--- src/rtl/fmrv32im_axil_arbiter_if.sv ---
// AXI4-Lite channel bundle shared by the arbiter's two upstream slave ports
// and its downstream master port. "master" drives VALIDs and payloads toward
// a slave; "slave" is the mirror image.
interface fmrv32im_axil_arbiter_if #(
    parameter int ADDR_WIDTH = 16
);
    logic                  awvalid;
    logic                  awready;
    logic [ADDR_WIDTH-1:0] awaddr;
    logic [3:0]            awcache;
    logic [2:0]            awprot;
    logic                  wvalid;
    logic                  wready;
    logic [31:0]           wdata;
    logic [3:0]            wstrb;
    logic                  bvalid;
    logic                  bready;
    logic [1:0]            bresp;
    logic                  arvalid;
    logic                  arready;
    logic [ADDR_WIDTH-1:0] araddr;
    logic [3:0]            arcache;
    logic [2:0]            arprot;
    logic                  rvalid;
    logic                  rready;
    logic [31:0]           rdata;
    logic [1:0]            rresp;

    modport master (
        output awvalid, awaddr, awcache, awprot,
        input  awready,
        output wvalid, wdata, wstrb,
        input  wready,
        input  bvalid, bresp,
        output bready,
        output arvalid, araddr, arcache, arprot,
        input  arready,
        input  rvalid, rdata, rresp,
        output rready
    );

    modport slave (
        input  awvalid, awaddr, awcache, awprot,
        output awready,
        input  wvalid, wdata, wstrb,
        output wready,
        output bvalid, bresp,
        input  bready,
        input  arvalid, araddr, arcache, arprot,
        output arready,
        output rvalid, rdata, rresp,
        input  rready
    );
endinterface

--- src/rtl/fmrv32im_axil_arbiter.sv ---
// Two-master / one-slave AXI4-Lite arbiter. One transaction in flight at a
// time, round-robin grant, write preferred over read for the same master.
//
// Handshake rule for every channel: a transfer completes on the rising edge
// where VALID and READY are both high; VALID, once forwarded, stays high
// until READY. VALID/READY are combinational between the granted master and
// the shared slave, so no wait cycles are added inside a transaction.
//
// Optional macro FMRV32IM_ARB_TIMEOUT_EN: adds a cycle counter that aborts a
// hung transaction after TIMEOUT cycles with a SLVERR beat to the master.
module fmrv32im_axil_arbiter #(
    parameter int ADDR_WIDTH = 16,
    parameter int TIMEOUT    = 1024
) (
    input  logic                           CLK,
    input  logic                           RST_N,
    fmrv32im_axil_arbiter_if.slave         S0_AXI,
    fmrv32im_axil_arbiter_if.slave         S1_AXI,
    fmrv32im_axil_arbiter_if.master        M_AXI,
    output logic [1:0]                     ARB_GNT,
    output logic [2:0]                     state_o
);

    typedef enum logic [2:0] {
        IDLE    = 3'd0,
        WR_ADDR = 3'd1,
        WR_RESP = 3'd2,
        RD_ADDR = 3'd3,
        RD_DATA = 3'd4
    } state_t;

    state_t state_q, state_d;
    logic   gnt_q, gnt_d;            // index of granted master
    logic   last_q, last_d;          // master served most recently
    logic   aw_done_q, aw_done_d;
    logic   w_done_q, w_done_d;

    logic   req0, req1, pick, pick_wr;
    logic   aw_hs, w_hs;
    logic   timed_out;

    // Granted-master request/response-ready signals
    logic   g_awvalid, g_wvalid, g_bready, g_arvalid, g_rready;

    // Outputs toward the shared slave
    logic   m_awvalid, m_wvalid, m_bready, m_arvalid, m_rready;

    // Responses toward the granted master (zero whenever nothing is granted)
    logic        t_awready, t_wready, t_bvalid, t_arready, t_rvalid;
    logic [1:0]  t_bresp, t_rresp;
    logic [31:0] t_rdata;

    assign req0 = S0_AXI.awvalid | S0_AXI.arvalid;
    assign req1 = S1_AXI.awvalid | S1_AXI.arvalid;

    assign g_awvalid = gnt_q ? S1_AXI.awvalid : S0_AXI.awvalid;
    assign g_wvalid  = gnt_q ? S1_AXI.wvalid  : S0_AXI.wvalid;
    assign g_bready  = gnt_q ? S1_AXI.bready  : S0_AXI.bready;
    assign g_arvalid = gnt_q ? S1_AXI.arvalid : S0_AXI.arvalid;
    assign g_rready  = gnt_q ? S1_AXI.rready  : S0_AXI.rready;

`ifdef FMRV32IM_ARB_TIMEOUT_EN
    logic [31:0] cnt_q;

    // Cycles spent in the current transaction; held at zero while idle and
    // saturating at TIMEOUT so the abort beat stays up until accepted.
    always_ff @(posedge CLK) begin
        if (!RST_N || state_q == IDLE) begin
            cnt_q <= 32'd0;
        end else if (cnt_q != 32'(TIMEOUT)) begin
            cnt_q <= cnt_q + 32'd1;
        end
    end

    assign timed_out = (state_q != IDLE) && (cnt_q == 32'(TIMEOUT));
`else
    logic [31:0] unused_timeout;
    assign unused_timeout = 32'(TIMEOUT);
    assign timed_out      = 1'b0;
`endif

    // State register and transaction bookkeeping
    always_ff @(posedge CLK) begin
        if (!RST_N) begin
            state_q   <= IDLE;
            gnt_q     <= 1'b0;
            last_q    <= 1'b1;
            aw_done_q <= 1'b0;
            w_done_q  <= 1'b0;
        end else begin
            state_q   <= state_d;
            gnt_q     <= gnt_d;
            last_q    <= last_d;
            aw_done_q <= aw_done_d;
            w_done_q  <= w_done_d;
        end
    end

    // Next-state, arbitration and channel steering
    always_comb begin
        state_d   = state_q;
        gnt_d     = gnt_q;
        last_d    = last_q;
        aw_done_d = aw_done_q;
        w_done_d  = w_done_q;
        pick      = 1'b0;
        pick_wr   = 1'b0;
        aw_hs     = 1'b0;
        w_hs      = 1'b0;
        m_awvalid = 1'b0;
        m_wvalid  = 1'b0;
        m_bready  = 1'b0;
        m_arvalid = 1'b0;
        m_rready  = 1'b0;
        t_awready = 1'b0;
        t_wready  = 1'b0;
        t_bvalid  = 1'b0;
        t_bresp   = 2'b00;
        t_arready = 1'b0;
        t_rvalid  = 1'b0;
        t_rdata   = 32'd0;
        t_rresp   = 2'b00;

        case (state_q)
            IDLE: begin
                aw_done_d = 1'b0;
                w_done_d  = 1'b0;
                if (req0 || req1) begin
                    // On a tie the master not served last wins
                    pick    = (req0 && req1) ? ~last_q : req1;
                    pick_wr = pick ? S1_AXI.awvalid : S0_AXI.awvalid;
                    gnt_d   = pick;
                    state_d = pick_wr ? WR_ADDR : RD_ADDR;
                end
            end

            WR_ADDR: begin
                if (timed_out) begin
                    t_bvalid = 1'b1;
                    t_bresp  = 2'b10;
                    if (g_bready) begin
                        state_d = IDLE;
                        last_d  = gnt_q;
                    end
                end else begin
                    // AW and W finish independently; a finished channel is muted
                    m_awvalid = g_awvalid && !aw_done_q;
                    m_wvalid  = g_wvalid && !w_done_q;
                    t_awready = !aw_done_q && M_AXI.awready;
                    t_wready  = !w_done_q && M_AXI.wready;
                    aw_hs     = m_awvalid && M_AXI.awready;
                    w_hs      = m_wvalid && M_AXI.wready;
                    aw_done_d = aw_done_q | aw_hs;
                    w_done_d  = w_done_q | w_hs;
                    if (aw_done_d && w_done_d) begin
                        state_d = WR_RESP;
                    end
                end
            end

            WR_RESP: begin
                if (timed_out) begin
                    t_bvalid = 1'b1;
                    t_bresp  = 2'b10;
                    if (g_bready) begin
                        state_d = IDLE;
                        last_d  = gnt_q;
                    end
                end else begin
                    m_bready = g_bready;
                    t_bvalid = M_AXI.bvalid;
                    t_bresp  = M_AXI.bresp;
                    if (M_AXI.bvalid && g_bready) begin
                        state_d = IDLE;
                        last_d  = gnt_q;
                    end
                end
            end

            RD_ADDR: begin
                if (timed_out) begin
                    t_rvalid = 1'b1;
                    t_rresp  = 2'b10;
                    if (g_rready) begin
                        state_d = IDLE;
                        last_d  = gnt_q;
                    end
                end else begin
                    m_arvalid = g_arvalid;
                    t_arready = M_AXI.arready;
                    if (g_arvalid && M_AXI.arready) begin
                        state_d = RD_DATA;
                    end
                end
            end

            RD_DATA: begin
                if (timed_out) begin
                    t_rvalid = 1'b1;
                    t_rresp  = 2'b10;
                    if (g_rready) begin
                        state_d = IDLE;
                        last_d  = gnt_q;
                    end
                end else begin
                    m_rready = g_rready;
                    t_rvalid = M_AXI.rvalid;
                    t_rdata  = M_AXI.rdata;
                    t_rresp  = M_AXI.rresp;
                    if (M_AXI.rvalid && g_rready) begin
                        state_d = IDLE;
                        last_d  = gnt_q;
                    end
                end
            end

            default: begin
                state_d = IDLE;
            end
        endcase

        // While reset is asserted no handshake may complete on either side
        if (!RST_N) begin
            m_awvalid = 1'b0;
            m_wvalid  = 1'b0;
            m_bready  = 1'b0;
            m_arvalid = 1'b0;
            m_rready  = 1'b0;
            t_awready = 1'b0;
            t_wready  = 1'b0;
            t_bvalid  = 1'b0;
            t_arready = 1'b0;
            t_rvalid  = 1'b0;
        end
    end

    // Downstream port: handshakes from the FSM, payload from the granted master
    assign M_AXI.awvalid = m_awvalid;
    assign M_AXI.awaddr  = gnt_q ? S1_AXI.awaddr  : S0_AXI.awaddr;
    assign M_AXI.awcache = gnt_q ? S1_AXI.awcache : S0_AXI.awcache;
    assign M_AXI.awprot  = gnt_q ? S1_AXI.awprot  : S0_AXI.awprot;
    assign M_AXI.wvalid  = m_wvalid;
    assign M_AXI.wdata   = gnt_q ? S1_AXI.wdata   : S0_AXI.wdata;
    assign M_AXI.wstrb   = gnt_q ? S1_AXI.wstrb   : S0_AXI.wstrb;
    assign M_AXI.bready  = m_bready;
    assign M_AXI.arvalid = m_arvalid;
    assign M_AXI.araddr  = gnt_q ? S1_AXI.araddr  : S0_AXI.araddr;
    assign M_AXI.arcache = gnt_q ? S1_AXI.arcache : S0_AXI.arcache;
    assign M_AXI.arprot  = gnt_q ? S1_AXI.arprot  : S0_AXI.arprot;
    assign M_AXI.rready  = m_rready;

    // Upstream ports: only the granted master sees responses
    assign S0_AXI.awready = !gnt_q & t_awready;
    assign S0_AXI.wready  = !gnt_q & t_wready;
    assign S0_AXI.bvalid  = !gnt_q & t_bvalid;
    assign S0_AXI.bresp   = gnt_q ? 2'b00 : t_bresp;
    assign S0_AXI.arready = !gnt_q & t_arready;
    assign S0_AXI.rvalid  = !gnt_q & t_rvalid;
    assign S0_AXI.rdata   = gnt_q ? 32'd0 : t_rdata;
    assign S0_AXI.rresp   = gnt_q ? 2'b00 : t_rresp;

    assign S1_AXI.awready = gnt_q & t_awready;
    assign S1_AXI.wready  = gnt_q & t_wready;
    assign S1_AXI.bvalid  = gnt_q & t_bvalid;
    assign S1_AXI.bresp   = gnt_q ? t_bresp : 2'b00;
    assign S1_AXI.arready = gnt_q & t_arready;
    assign S1_AXI.rvalid  = gnt_q & t_rvalid;
    assign S1_AXI.rdata   = gnt_q ? t_rdata : 32'd0;
    assign S1_AXI.rresp   = gnt_q ? t_rresp : 2'b00;

    assign ARB_GNT = (state_q == IDLE) ? 2'b00 : (gnt_q ? 2'b10 : 2'b01);
    assign state_o = state_q;

endmodule

--- src/flat_wrapper.sv ---
// flat-port wrapper written by rule: the top's interface ports become plain ports
module fmrv32im_axil_arbiter_flat 
#(
    parameter int ADDR_WIDTH = 16,
    parameter int TIMEOUT    = 1024
)
  (CLK, RST_N, ARB_GNT, state_o, S0_AXI_awvalid, S0_AXI_awaddr, S0_AXI_awcache, S0_AXI_awprot, S0_AXI_awready, S0_AXI_wvalid, S0_AXI_wdata, S0_AXI_wstrb, S0_AXI_wready, S0_AXI_bvalid, S0_AXI_bresp, S0_AXI_bready, S0_AXI_arvalid, S0_AXI_araddr, S0_AXI_arcache, S0_AXI_arprot, S0_AXI_arready, S0_AXI_rvalid, S0_AXI_rdata, S0_AXI_rresp, S0_AXI_rready, S1_AXI_awvalid, S1_AXI_awaddr, S1_AXI_awcache, S1_AXI_awprot, S1_AXI_awready, S1_AXI_wvalid, S1_AXI_wdata, S1_AXI_wstrb, S1_AXI_wready, S1_AXI_bvalid, S1_AXI_bresp, S1_AXI_bready, S1_AXI_arvalid, S1_AXI_araddr, S1_AXI_arcache, S1_AXI_arprot, S1_AXI_arready, S1_AXI_rvalid, S1_AXI_rdata, S1_AXI_rresp, S1_AXI_rready, M_AXI_awvalid, M_AXI_awaddr, M_AXI_awcache, M_AXI_awprot, M_AXI_awready, M_AXI_wvalid, M_AXI_wdata, M_AXI_wstrb, M_AXI_wready, M_AXI_bvalid, M_AXI_bresp, M_AXI_bready, M_AXI_arvalid, M_AXI_araddr, M_AXI_arcache, M_AXI_arprot, M_AXI_arready, M_AXI_rvalid, M_AXI_rdata, M_AXI_rresp, M_AXI_rready);
  fmrv32im_axil_arbiter_if #(.ADDR_WIDTH(ADDR_WIDTH)) S0_AXI_i ();
  fmrv32im_axil_arbiter_if #(.ADDR_WIDTH(ADDR_WIDTH)) S1_AXI_i ();
  fmrv32im_axil_arbiter_if #(.ADDR_WIDTH(ADDR_WIDTH)) M_AXI_i ();
  input  logic CLK;
  input  logic RST_N;
  output logic [1:0] ARB_GNT;
  output logic [2:0] state_o;
  input wire logic [$bits(S0_AXI_i.awvalid)-1:0] S0_AXI_awvalid;
  input wire logic [$bits(S0_AXI_i.awaddr)-1:0] S0_AXI_awaddr;
  input wire logic [$bits(S0_AXI_i.awcache)-1:0] S0_AXI_awcache;
  input wire logic [$bits(S0_AXI_i.awprot)-1:0] S0_AXI_awprot;
  output wire logic [$bits(S0_AXI_i.awready)-1:0] S0_AXI_awready;
  input wire logic [$bits(S0_AXI_i.wvalid)-1:0] S0_AXI_wvalid;
  input wire logic [$bits(S0_AXI_i.wdata)-1:0] S0_AXI_wdata;
  input wire logic [$bits(S0_AXI_i.wstrb)-1:0] S0_AXI_wstrb;
  output wire logic [$bits(S0_AXI_i.wready)-1:0] S0_AXI_wready;
  output wire logic [$bits(S0_AXI_i.bvalid)-1:0] S0_AXI_bvalid;
  output wire logic [$bits(S0_AXI_i.bresp)-1:0] S0_AXI_bresp;
  input wire logic [$bits(S0_AXI_i.bready)-1:0] S0_AXI_bready;
  input wire logic [$bits(S0_AXI_i.arvalid)-1:0] S0_AXI_arvalid;
  input wire logic [$bits(S0_AXI_i.araddr)-1:0] S0_AXI_araddr;
  input wire logic [$bits(S0_AXI_i.arcache)-1:0] S0_AXI_arcache;
  input wire logic [$bits(S0_AXI_i.arprot)-1:0] S0_AXI_arprot;
  output wire logic [$bits(S0_AXI_i.arready)-1:0] S0_AXI_arready;
  output wire logic [$bits(S0_AXI_i.rvalid)-1:0] S0_AXI_rvalid;
  output wire logic [$bits(S0_AXI_i.rdata)-1:0] S0_AXI_rdata;
  output wire logic [$bits(S0_AXI_i.rresp)-1:0] S0_AXI_rresp;
  input wire logic [$bits(S0_AXI_i.rready)-1:0] S0_AXI_rready;
  input wire logic [$bits(S1_AXI_i.awvalid)-1:0] S1_AXI_awvalid;
  input wire logic [$bits(S1_AXI_i.awaddr)-1:0] S1_AXI_awaddr;
  input wire logic [$bits(S1_AXI_i.awcache)-1:0] S1_AXI_awcache;
  input wire logic [$bits(S1_AXI_i.awprot)-1:0] S1_AXI_awprot;
  output wire logic [$bits(S1_AXI_i.awready)-1:0] S1_AXI_awready;
  input wire logic [$bits(S1_AXI_i.wvalid)-1:0] S1_AXI_wvalid;
  input wire logic [$bits(S1_AXI_i.wdata)-1:0] S1_AXI_wdata;
  input wire logic [$bits(S1_AXI_i.wstrb)-1:0] S1_AXI_wstrb;
  output wire logic [$bits(S1_AXI_i.wready)-1:0] S1_AXI_wready;
  output wire logic [$bits(S1_AXI_i.bvalid)-1:0] S1_AXI_bvalid;
  output wire logic [$bits(S1_AXI_i.bresp)-1:0] S1_AXI_bresp;
  input wire logic [$bits(S1_AXI_i.bready)-1:0] S1_AXI_bready;
  input wire logic [$bits(S1_AXI_i.arvalid)-1:0] S1_AXI_arvalid;
  input wire logic [$bits(S1_AXI_i.araddr)-1:0] S1_AXI_araddr;
  input wire logic [$bits(S1_AXI_i.arcache)-1:0] S1_AXI_arcache;
  input wire logic [$bits(S1_AXI_i.arprot)-1:0] S1_AXI_arprot;
  output wire logic [$bits(S1_AXI_i.arready)-1:0] S1_AXI_arready;
  output wire logic [$bits(S1_AXI_i.rvalid)-1:0] S1_AXI_rvalid;
  output wire logic [$bits(S1_AXI_i.rdata)-1:0] S1_AXI_rdata;
  output wire logic [$bits(S1_AXI_i.rresp)-1:0] S1_AXI_rresp;
  input wire logic [$bits(S1_AXI_i.rready)-1:0] S1_AXI_rready;
  output wire logic [$bits(M_AXI_i.awvalid)-1:0] M_AXI_awvalid;
  output wire logic [$bits(M_AXI_i.awaddr)-1:0] M_AXI_awaddr;
  output wire logic [$bits(M_AXI_i.awcache)-1:0] M_AXI_awcache;
  output wire logic [$bits(M_AXI_i.awprot)-1:0] M_AXI_awprot;
  input wire logic [$bits(M_AXI_i.awready)-1:0] M_AXI_awready;
  output wire logic [$bits(M_AXI_i.wvalid)-1:0] M_AXI_wvalid;
  output wire logic [$bits(M_AXI_i.wdata)-1:0] M_AXI_wdata;
  output wire logic [$bits(M_AXI_i.wstrb)-1:0] M_AXI_wstrb;
  input wire logic [$bits(M_AXI_i.wready)-1:0] M_AXI_wready;
  input wire logic [$bits(M_AXI_i.bvalid)-1:0] M_AXI_bvalid;
  input wire logic [$bits(M_AXI_i.bresp)-1:0] M_AXI_bresp;
  output wire logic [$bits(M_AXI_i.bready)-1:0] M_AXI_bready;
  output wire logic [$bits(M_AXI_i.arvalid)-1:0] M_AXI_arvalid;
  output wire logic [$bits(M_AXI_i.araddr)-1:0] M_AXI_araddr;
  output wire logic [$bits(M_AXI_i.arcache)-1:0] M_AXI_arcache;
  output wire logic [$bits(M_AXI_i.arprot)-1:0] M_AXI_arprot;
  input wire logic [$bits(M_AXI_i.arready)-1:0] M_AXI_arready;
  input wire logic [$bits(M_AXI_i.rvalid)-1:0] M_AXI_rvalid;
  input wire logic [$bits(M_AXI_i.rdata)-1:0] M_AXI_rdata;
  input wire logic [$bits(M_AXI_i.rresp)-1:0] M_AXI_rresp;
  output wire logic [$bits(M_AXI_i.rready)-1:0] M_AXI_rready;
  assign S0_AXI_i.awvalid = S0_AXI_awvalid;
  assign S0_AXI_i.awaddr = S0_AXI_awaddr;
  assign S0_AXI_i.awcache = S0_AXI_awcache;
  assign S0_AXI_i.awprot = S0_AXI_awprot;
  assign S0_AXI_awready = S0_AXI_i.awready;
  assign S0_AXI_i.wvalid = S0_AXI_wvalid;
  assign S0_AXI_i.wdata = S0_AXI_wdata;
  assign S0_AXI_i.wstrb = S0_AXI_wstrb;
  assign S0_AXI_wready = S0_AXI_i.wready;
  assign S0_AXI_bvalid = S0_AXI_i.bvalid;
  assign S0_AXI_bresp = S0_AXI_i.bresp;
  assign S0_AXI_i.bready = S0_AXI_bready;
  assign S0_AXI_i.arvalid = S0_AXI_arvalid;
  assign S0_AXI_i.araddr = S0_AXI_araddr;
  assign S0_AXI_i.arcache = S0_AXI_arcache;
  assign S0_AXI_i.arprot = S0_AXI_arprot;
  assign S0_AXI_arready = S0_AXI_i.arready;
  assign S0_AXI_rvalid = S0_AXI_i.rvalid;
  assign S0_AXI_rdata = S0_AXI_i.rdata;
  assign S0_AXI_rresp = S0_AXI_i.rresp;
  assign S0_AXI_i.rready = S0_AXI_rready;
  assign S1_AXI_i.awvalid = S1_AXI_awvalid;
  assign S1_AXI_i.awaddr = S1_AXI_awaddr;
  assign S1_AXI_i.awcache = S1_AXI_awcache;
  assign S1_AXI_i.awprot = S1_AXI_awprot;
  assign S1_AXI_awready = S1_AXI_i.awready;
  assign S1_AXI_i.wvalid = S1_AXI_wvalid;
  assign S1_AXI_i.wdata = S1_AXI_wdata;
  assign S1_AXI_i.wstrb = S1_AXI_wstrb;
  assign S1_AXI_wready = S1_AXI_i.wready;
  assign S1_AXI_bvalid = S1_AXI_i.bvalid;
  assign S1_AXI_bresp = S1_AXI_i.bresp;
  assign S1_AXI_i.bready = S1_AXI_bready;
  assign S1_AXI_i.arvalid = S1_AXI_arvalid;
  assign S1_AXI_i.araddr = S1_AXI_araddr;
  assign S1_AXI_i.arcache = S1_AXI_arcache;
  assign S1_AXI_i.arprot = S1_AXI_arprot;
  assign S1_AXI_arready = S1_AXI_i.arready;
  assign S1_AXI_rvalid = S1_AXI_i.rvalid;
  assign S1_AXI_rdata = S1_AXI_i.rdata;
  assign S1_AXI_rresp = S1_AXI_i.rresp;
  assign S1_AXI_i.rready = S1_AXI_rready;
  assign M_AXI_awvalid = M_AXI_i.awvalid;
  assign M_AXI_awaddr = M_AXI_i.awaddr;
  assign M_AXI_awcache = M_AXI_i.awcache;
  assign M_AXI_awprot = M_AXI_i.awprot;
  assign M_AXI_i.awready = M_AXI_awready;
  assign M_AXI_wvalid = M_AXI_i.wvalid;
  assign M_AXI_wdata = M_AXI_i.wdata;
  assign M_AXI_wstrb = M_AXI_i.wstrb;
  assign M_AXI_i.wready = M_AXI_wready;
  assign M_AXI_i.bvalid = M_AXI_bvalid;
  assign M_AXI_i.bresp = M_AXI_bresp;
  assign M_AXI_bready = M_AXI_i.bready;
  assign M_AXI_arvalid = M_AXI_i.arvalid;
  assign M_AXI_araddr = M_AXI_i.araddr;
  assign M_AXI_arcache = M_AXI_i.arcache;
  assign M_AXI_arprot = M_AXI_i.arprot;
  assign M_AXI_i.arready = M_AXI_arready;
  assign M_AXI_i.rvalid = M_AXI_rvalid;
  assign M_AXI_i.rdata = M_AXI_rdata;
  assign M_AXI_i.rresp = M_AXI_rresp;
  assign M_AXI_rready = M_AXI_i.rready;
  fmrv32im_axil_arbiter #(.ADDR_WIDTH(ADDR_WIDTH), .TIMEOUT(TIMEOUT)) u_core (.CLK(CLK), .RST_N(RST_N), .S0_AXI(S0_AXI_i), .S1_AXI(S1_AXI_i), .M_AXI(M_AXI_i), .ARB_GNT(ARB_GNT), .state_o(state_o));
endmodule
--- config.mk ---
export PLATFORM = sky130hd
export DESIGN_NAME = fmrv32im_axil_arbiter_flat
export DESIGN_NICKNAME = d
export VERILOG_FILES = /design/src/rtl/fmrv32im_axil_arbiter_if.sv /design/src/rtl/fmrv32im_axil_arbiter.sv /design/src/flat_wrapper.sv
export SDC_FILE = /design/constraint.sdc
export NUM_CORES = 1
export LEC_CHECK = 0
export CORE_AREA = 2 2 154 156
export DETAILED_ROUTE_END_ITERATION = 12
export DIE_AREA = 0 0 156 158
export GPL_TIMING_DRIVEN = 0
export PLACE_DENSITY = 0.49
export SYNTH_ARGS = -nofsm -noshare
export SYNTH_HDL_FRONTEND = slang
export SYNTH_SLANG_ARGS = --single-unit
--- constraint.sdc ---
create_clock -name CLK -period 5 [get_ports CLK]
set_input_delay 1.5 -clock CLK [delete_from_list [all_inputs] [get_ports CLK]]
set_output_delay 1.5 -clock CLK [all_outputs]
set_load 0.1 [all_outputs]
==> results of run 1 <==
## power by group through the flow
stage / Clock [W] / Sequential, W / Combinational [W]
2_1_floorplan: 0 / 0.0000890 / 0.000690
3_3_place_gp: 0 / 0.0000695 / 0.00106
3_5_place_dp: 0 / 0.0000693 / 0.00106
4_1_cts: 0.000140 / 0.0000684 / 0.00106
5_1_grt: 0.000145 / 0.0000693 / 0.00109
6_report: 0.000138 / 0.0000684 / 0.00105
## layer usage
layer	track usage	share of wire	up-vias
met5	0	0	-
li1	-	-	1796
met1	0.155	0.37	1675
met4	0.0170	0.0086	0
met2	0.269	0.53	203
met3	0.0446	0.090	6
## kinds of logic (layout without fill, tap and decap cells)
family,Yosys count,count (layout)
buf+inv,33,427
other cells,0,3
simple gates,121,121
compound gates,17,17
flops,7,7
mux,91,91
## registers in the layout, indices dropped and copies added (netlist names)
signal	count
u_core.aw_done_q	1
u_core.w_done_q	1
u_core.gnt_q	1
u_core.last_q	1
u_core.state_o	3
## path summary, 6_finish.rpt
check                                         to  slack [ns]
worst min register to register     u_core.last_q        0.55
worst max register to register     u_core.last_q        3.29
worst min-delay path               u_core.last_q        0.55
worst max-delay path            S0_AXI_rdata[31]        0.17
## cell type report
| type | count | area share |
|---|---|---|
| Timing Repair Buffer | 390 | 0.596 |
| Antenna cell | 3 | 0.00115 |
| Clock buffer | 4 | 0.0121 |
| Inverter | 4 | 0.00231 |
| Multi-Input combinational cell | 229 | 0.292 |
| Sequential cell | 7 | 0.0215 |
| Buffer | 29 | 0.0198 |
| Tap cell | 290 | 0.0557 |
## through the flow
stage               setup slack (ns)  setup TNS, ns  instances
global route                  0.0746              0        954
finish                         0.173              0        956
floorplan                     -0.604          -1.88        269
global placement              -0.699          -6.04        949
detailed placement            -0.731          -6.37        949
CTS                          0.00168              0        953
## critical path, stage by stage
cell,delay (ns)
clkdlybuf4s50_1,0.48
and3_1,0.16
clkdlybuf4s50_1,1.18
## layout by cell type, fill, tap and decap left out, types with 4 or more instances in the layout
cell,count
and3_1,73
buf_2,10
clkbuf_1,18
clkbuf_4,4
clkdlybuf4s50_1,375
dfxtp_1,7
inv_1,4
mux2_2,84
mux2i_1,7
nand2_1,10
nor2_1,11
nor3_1,5
nor4_2,4
==> results_dict.tcl, run 1 <==
set metrics [dict create \
    rsz0062_at_grt "false" \
    cts_hold_buf 0 \
    route.antenna.remaining_nets 0 \
    wl_um 18800 \
    synth-simple-area-share 0.328 \
    hold_ws_ns 0.552 \
    syn_nets 486 \
    tightest_slew_ns 1.04 \
    grt_max_degree 11 \
    yosys_most_used_dff "dfxtp_1" \
    async_flop_share 0 \
    outcome "completed" \
    cts_inserted_buffers 3 \
    clock-sinks 7 \
    multi_input_area_um2 1900 \
    fill_cells 2509 \
    drv_slew 0 \
    finalSetupViolations 0 \
    r2r-start "u_core.gnt_q" \
    grt_pass1_wl_um 25600 \
    leakage_nw 2.61 \
    io_pins 391 \
    worstSetupPathType "primary input to primary output" \
    antenna_found_initial 3 \
    crit_fanout 2 \
    grt_usage 0.140 \
    overflow 0 \
    synth_top_area_frac 0.442 \
    ys_top_cells_by_count "mux2_2 (84), and3_1 (73), clkbuf_1 (18)" \
    seqCellArea_um2 140 \
    synth_top_family_by_area "multiplexers" \
    vias 3680 \
    initial_core_util 0.0929 \
    yosysMostFrequentCell "mux2_2" \
    yosysWarnings 0 \
    avgSynthCellArea_um2 7.96 \
    sw_frac_of_total 0.588 \
    final_core_util 0.283 \
    drive_gt1_frac 0.184 \
    max_freq_mhz 207 \
    dieArea_um2 24600 \
    hp-class "register to register" \
    slew_headroom 0.302 \
    drc_errors 0 \
    worstRegToRegCells 5 \
    drt_first_pass_iters 4 \
    port_buffers 390 \
    worst_setup_path_end_kind "primary output" \
    clkTransAtPathRegs_ns 0.04 \
    synthesis.area_um2 2140 \
    yosys.cell_types.count 32 \
    cts.repair.resized 53 \
    synth-seq-area-share 0.0654 \
    power_frac_clock 0.110 \
    finalInstanceArea_um2 6510 \
    switchingPower_w 0.000740 \
    maxCapViolCount 0 \
    die_h_um 158 \
    area_growth_pct 204 \
    wl_per_cell_um 19.7 \
    yosysTopAreaCell "mux2_2" \
    min_period_ns 4.83 \
    synth-xor-area-share 0 \
    ys_ff_latch 7 \
    pwr-share-seq 0.054 \
    cts_post_setup_buffers_inserted 0 \
    htreeDepth 1 \
    die_w_um 156 \
    drt_iter0_markers 121 \
    root_buffer "clkbuf_16" \
    worst_hold_startpoint "u_core.last_q" \
    clock_path_buffers 2 \
    viasPerCell 3.85 \
    hold_depth 2 \
    core_area_um2 23100 \
    grt_pass1_vias 3843 \
    hpwlAfterDp_um 16400 \
    crit_start "M_AXI_rdata[31]" \
    fin_crit_sh 0.965 \
    final-hold-violation-count 0 \
    skew_ns 0.00143 \
    intPower_w 0.000518 \
    start_kind "primary input" \
    synthMuxAreaShare 0.474 \
    p_per_area_nw_per_um2 193 \
    vdd_drop_max_mv 0.0961 \
    syn_inst 269 \
    worst-endpoint-required_ns 3.50 \
    arrival_ns 3.33 \
    detailed_place.area_um2 6450 \
    yosys-top-cells-area "mux2_2 (44%), and3_1 (21%), dfxtp_1 (6.5%)" \
    cts_tree "done" \
    synth_compound_area_frac 0.0654 \
    gp_congestion 0.792 \
    power_w 0.00126 \
    synth_fa_ha_area_frac 0 \
    layout.nets 881 \
    fp-row-count 56 \
    synth_edf_count 0 \
    worstSkewPairLatency_ns 0.23 \
    power_frac_comb 0.836 \
]
(Power assumes the default switching activity.)
==> run 2, diff against run 1 <==
--- a/config.mk
+++ b/config.mk
@@ -10,6 +10,7 @@
 export DIE_AREA = 0 0 156 158
 export GPL_TIMING_DRIVEN = 0
 export PLACE_DENSITY = 0.49
+export SLEW_MARGIN = 20
 export SYNTH_ARGS = -nofsm -noshare
 export SYNTH_HDL_FRONTEND = slang
 export SYNTH_SLANG_ARGS = --single-unit
==> results of run 2 <==
Same layout as run 1: the final DEF is identical, and so are final timing and power.
==> run 3, diff against run 2 <==
--- a/config.mk
+++ b/config.mk
@@ -5,11 +5,13 @@
 export SDC_FILE = /design/constraint.sdc
 export NUM_CORES = 1
 export LEC_CHECK = 0
-export CORE_AREA = 2 2 154 156
+export ABC_AREA = 1
+export CORE_AREA = 2 2 153 155
 export DETAILED_ROUTE_END_ITERATION = 12
-export DIE_AREA = 0 0 156 158
+export DIE_AREA = 0 0 155 157
 export GPL_TIMING_DRIVEN = 0
-export PLACE_DENSITY = 0.49
+export MAX_ROUTING_LAYER = met4
+export PLACE_DENSITY = 0.51
 export SLEW_MARGIN = 20
 export SYNTH_ARGS = -nofsm -noshare
 export SYNTH_HDL_FRONTEND = slang
==> results_dict.tcl, run 3 <==
set metrics [dict create \
    wl_um 17500 \
    slew_headroom 0.308 \
    clock_path_buffers 2 \
    yosysWarnings 0 \
    initial_core_util 0.104 \
    cts_inserted_buffers 3 \
    synthesis.area_um2 2330 \
    final-hold-violation-count 0 \
    yosysTopAreaCell "nand2_1" \
    p_per_area_nw_per_um2 404 \
    fill_cells 2507 \
    cts_post_setup_buffers_inserted 0 \
    grt_usage 0.135 \
    largest_reg_flops 3 \
    die_w_um 155 \
    drv_slew 0 \
    grt_max_degree 11 \
    hold_ws_ns 0.490 \
    root_buffer "clkbuf_16" \
    synth-seq-area-share 0.0601 \
    worstRegToRegCells 4 \
    clkTransAtPathRegs_ns 0.04 \
    ys_ff_latch 7 \
    drive_gt1_frac 0.125 \
    num_antenna_cells 0 \
    grt_pass1_vias 4417 \
    cts_hold_buf 0 \
    leakage_nw 3.02 \
    layout.nets 1119 \
    dieArea_um2 24300 \
    yosysMostFrequentCell "nand2_1" \
    worst-endpoint-required_ns 3.50 \
    route.antenna.remaining_nets 0 \
    r2r-end "u_core.gnt_q" \
    hold_path_end "u_core.last_q" \
    drt_iter0_markers 208 \
    die_h_um 157 \
    outcome "completed" \
    critPathSlowestCell "dlygate4sd2_1" \
    wl_per_cell_um 14.7 \
    fp-row-count 55 \
    skew_ns 0.00106 \
    hold_depth 2 \
    hp-class "register to register" \
    start_kind "primary input" \
    io_pins 391 \
    syn_inst 507 \
    synth_top_area_frac 0.449 \
    final_common_cell "clkdlybuf4s50_1" \
    grt_pass1_wl_um 25000 \
    worst_hold_startpoint "u_core.last_q" \
    worstPathCellList "clkdlybuf4s50_1 -> nand2_1 -> nor3b_1 -> dlygate4sd2_1" \
    place_ws_ns -0.718 \
    worstSetupPathType "primary input to primary output" \
    drt_first_pass_iters 4 \
    port_buffers 390 \
    async_flop_share 0 \
    synth_edf_count 0 \
    avgSynthCellArea_um2 4.60 \
    arrival_ns 3.41 \
    crit_fanout 6 \
    maxCapViolCount 0 \
    finalSetupViolations 0 \
    cts_tree "done" \
    vias 4508 \
    overflow 0 \
    worst_setup_path_end_kind "primary output" \
    worstSkewPairLatency_ns 0.23 \
    syn_nets 724 \
    yosys_most_used_dff "dfxtp_1" \
    area_growth_pct 196 \
    vdd_drop_max_mv 0.237 \
    core_area_um2 22500 \
    drc_errors 0 \
    viasPerCell 3.80 \
    antenna_found_initial 0 \
    min_period_ns 4.91 \
    fin_crit_sh 0.983 \
    mostFrequentLayoutCells "clkdlybuf4s50_1 (375), nand2_1 (279), nor3_2 (74)" \
    max_stage_delay_ns 0.90 \
    r2r_slack_ns 3.59 \
    hpwlAfterDp_um 14800 \
    yosys-top-cells-area "nand2_1 (45%), nor3_1 (11%), nor3_2 (9.0%)" \
    tightest_slew_ns 1.04 \
    htreeDepth 1 \
    max_freq_mhz 203 \
    rsz0062_at_grt "false" \
    ys_top_cells_by_count "nand2_1 (279), nor3_1 (53), inv_1 (51)" \
    clock-sinks 7 \
    r2r-start "u_core.gnt_q" \
    worst_slack_ns 0.0850 \
    gp_congestion 0.793 \
    yosys.cell_types.count 25 \
]
[run 3: cell families after synthesis]
group                  Yosys count  share of synthesized area
AOI/OAI and AO/OA               13                     0.0300
buffers and inverters           93                      0.168
and+or+nand+nor                394                      0.742
DFF                              7                     0.0601
[run 3: timing repair]
item,in CTS,in global routing
cloned,0,0
setup endpoints to repair,15,7
resized for setup,33,13
[run 3: cell type report]
type	instances	area, um2	share of cell area
tap	285	357	0.0516
inverter	58	218	0.0315
timing repair buffer	390	3870	0.561
clock buffer	4	78.8	0.0114
buffer	35	174	0.0252
sequential	7	140	0.0203
multi-input combinational	407	2070	0.299
[run 3: how the worst max path moves through the flow]
stage,cells after the start,from,slack [ns],to
5_1_grt,4,RST_N,0.003,M_AXI_wvalid
2_1_floorplan,2,RST_N,-0.95,S0_AXI_awready
4_1_cts,6,RST_N,0.0009,S0_AXI_arready
6_report,4,RST_N,0.09,M_AXI_wvalid
3_5_place_dp,6,RST_N,-0.72,S0_AXI_arready
3_3_place_gp,6,RST_N,-0.67,S1_AXI_arready
[run 3: metrics by stage]
step | setup TNS, ns | power, W | area (um2) | std cells | util
6_report | 0 | 0.00279 | 6910 | 1186 | 0.307
5_1_grt | 0 | 0.00292 | 6910 | 1186 | 0.307
4_1_cts | 0 | 0.00282 | 6910 | 1186 | 0.307
3_5_place_dp | -4.39 | 0.00268 | 6850 | 1182 | 0.305
3_3_place_gp | -4.10 | 0.00268 | 6850 | 1182 | 0.305
2_1_floorplan | -4.13 | 0.00196 | 2590 | 507 | -
[run 3: metal layers]
| layer | share of wire | up-vias | GRT usage | wire, um |
|---|---|---|---|---|
| met1 | 0.42 | 1939 | 0.164 | 7420 |
| li1 | - | 2340 | - | - |
| met3 | 0.057 | 16 | 0.0157 | 1000 |
| met5 | 0 | - | - | 0 |
| met4 | 0.011 | 0 | 0.0198 | 199 |
| met2 | 0.51 | 213 | 0.243 | 8870 |
[run 3: power by group]
part           internal, W  switching, W
registers        0.0000710     0.0000177
logic             0.000596       0.00197
clock network     0.000106     0.0000328
total             0.000774       0.00202
[run 3: critical path, delay by kind of cell]
kind	cells	cell delay (ns)
buf+inv	2	1.50
simple gates	2	0.40
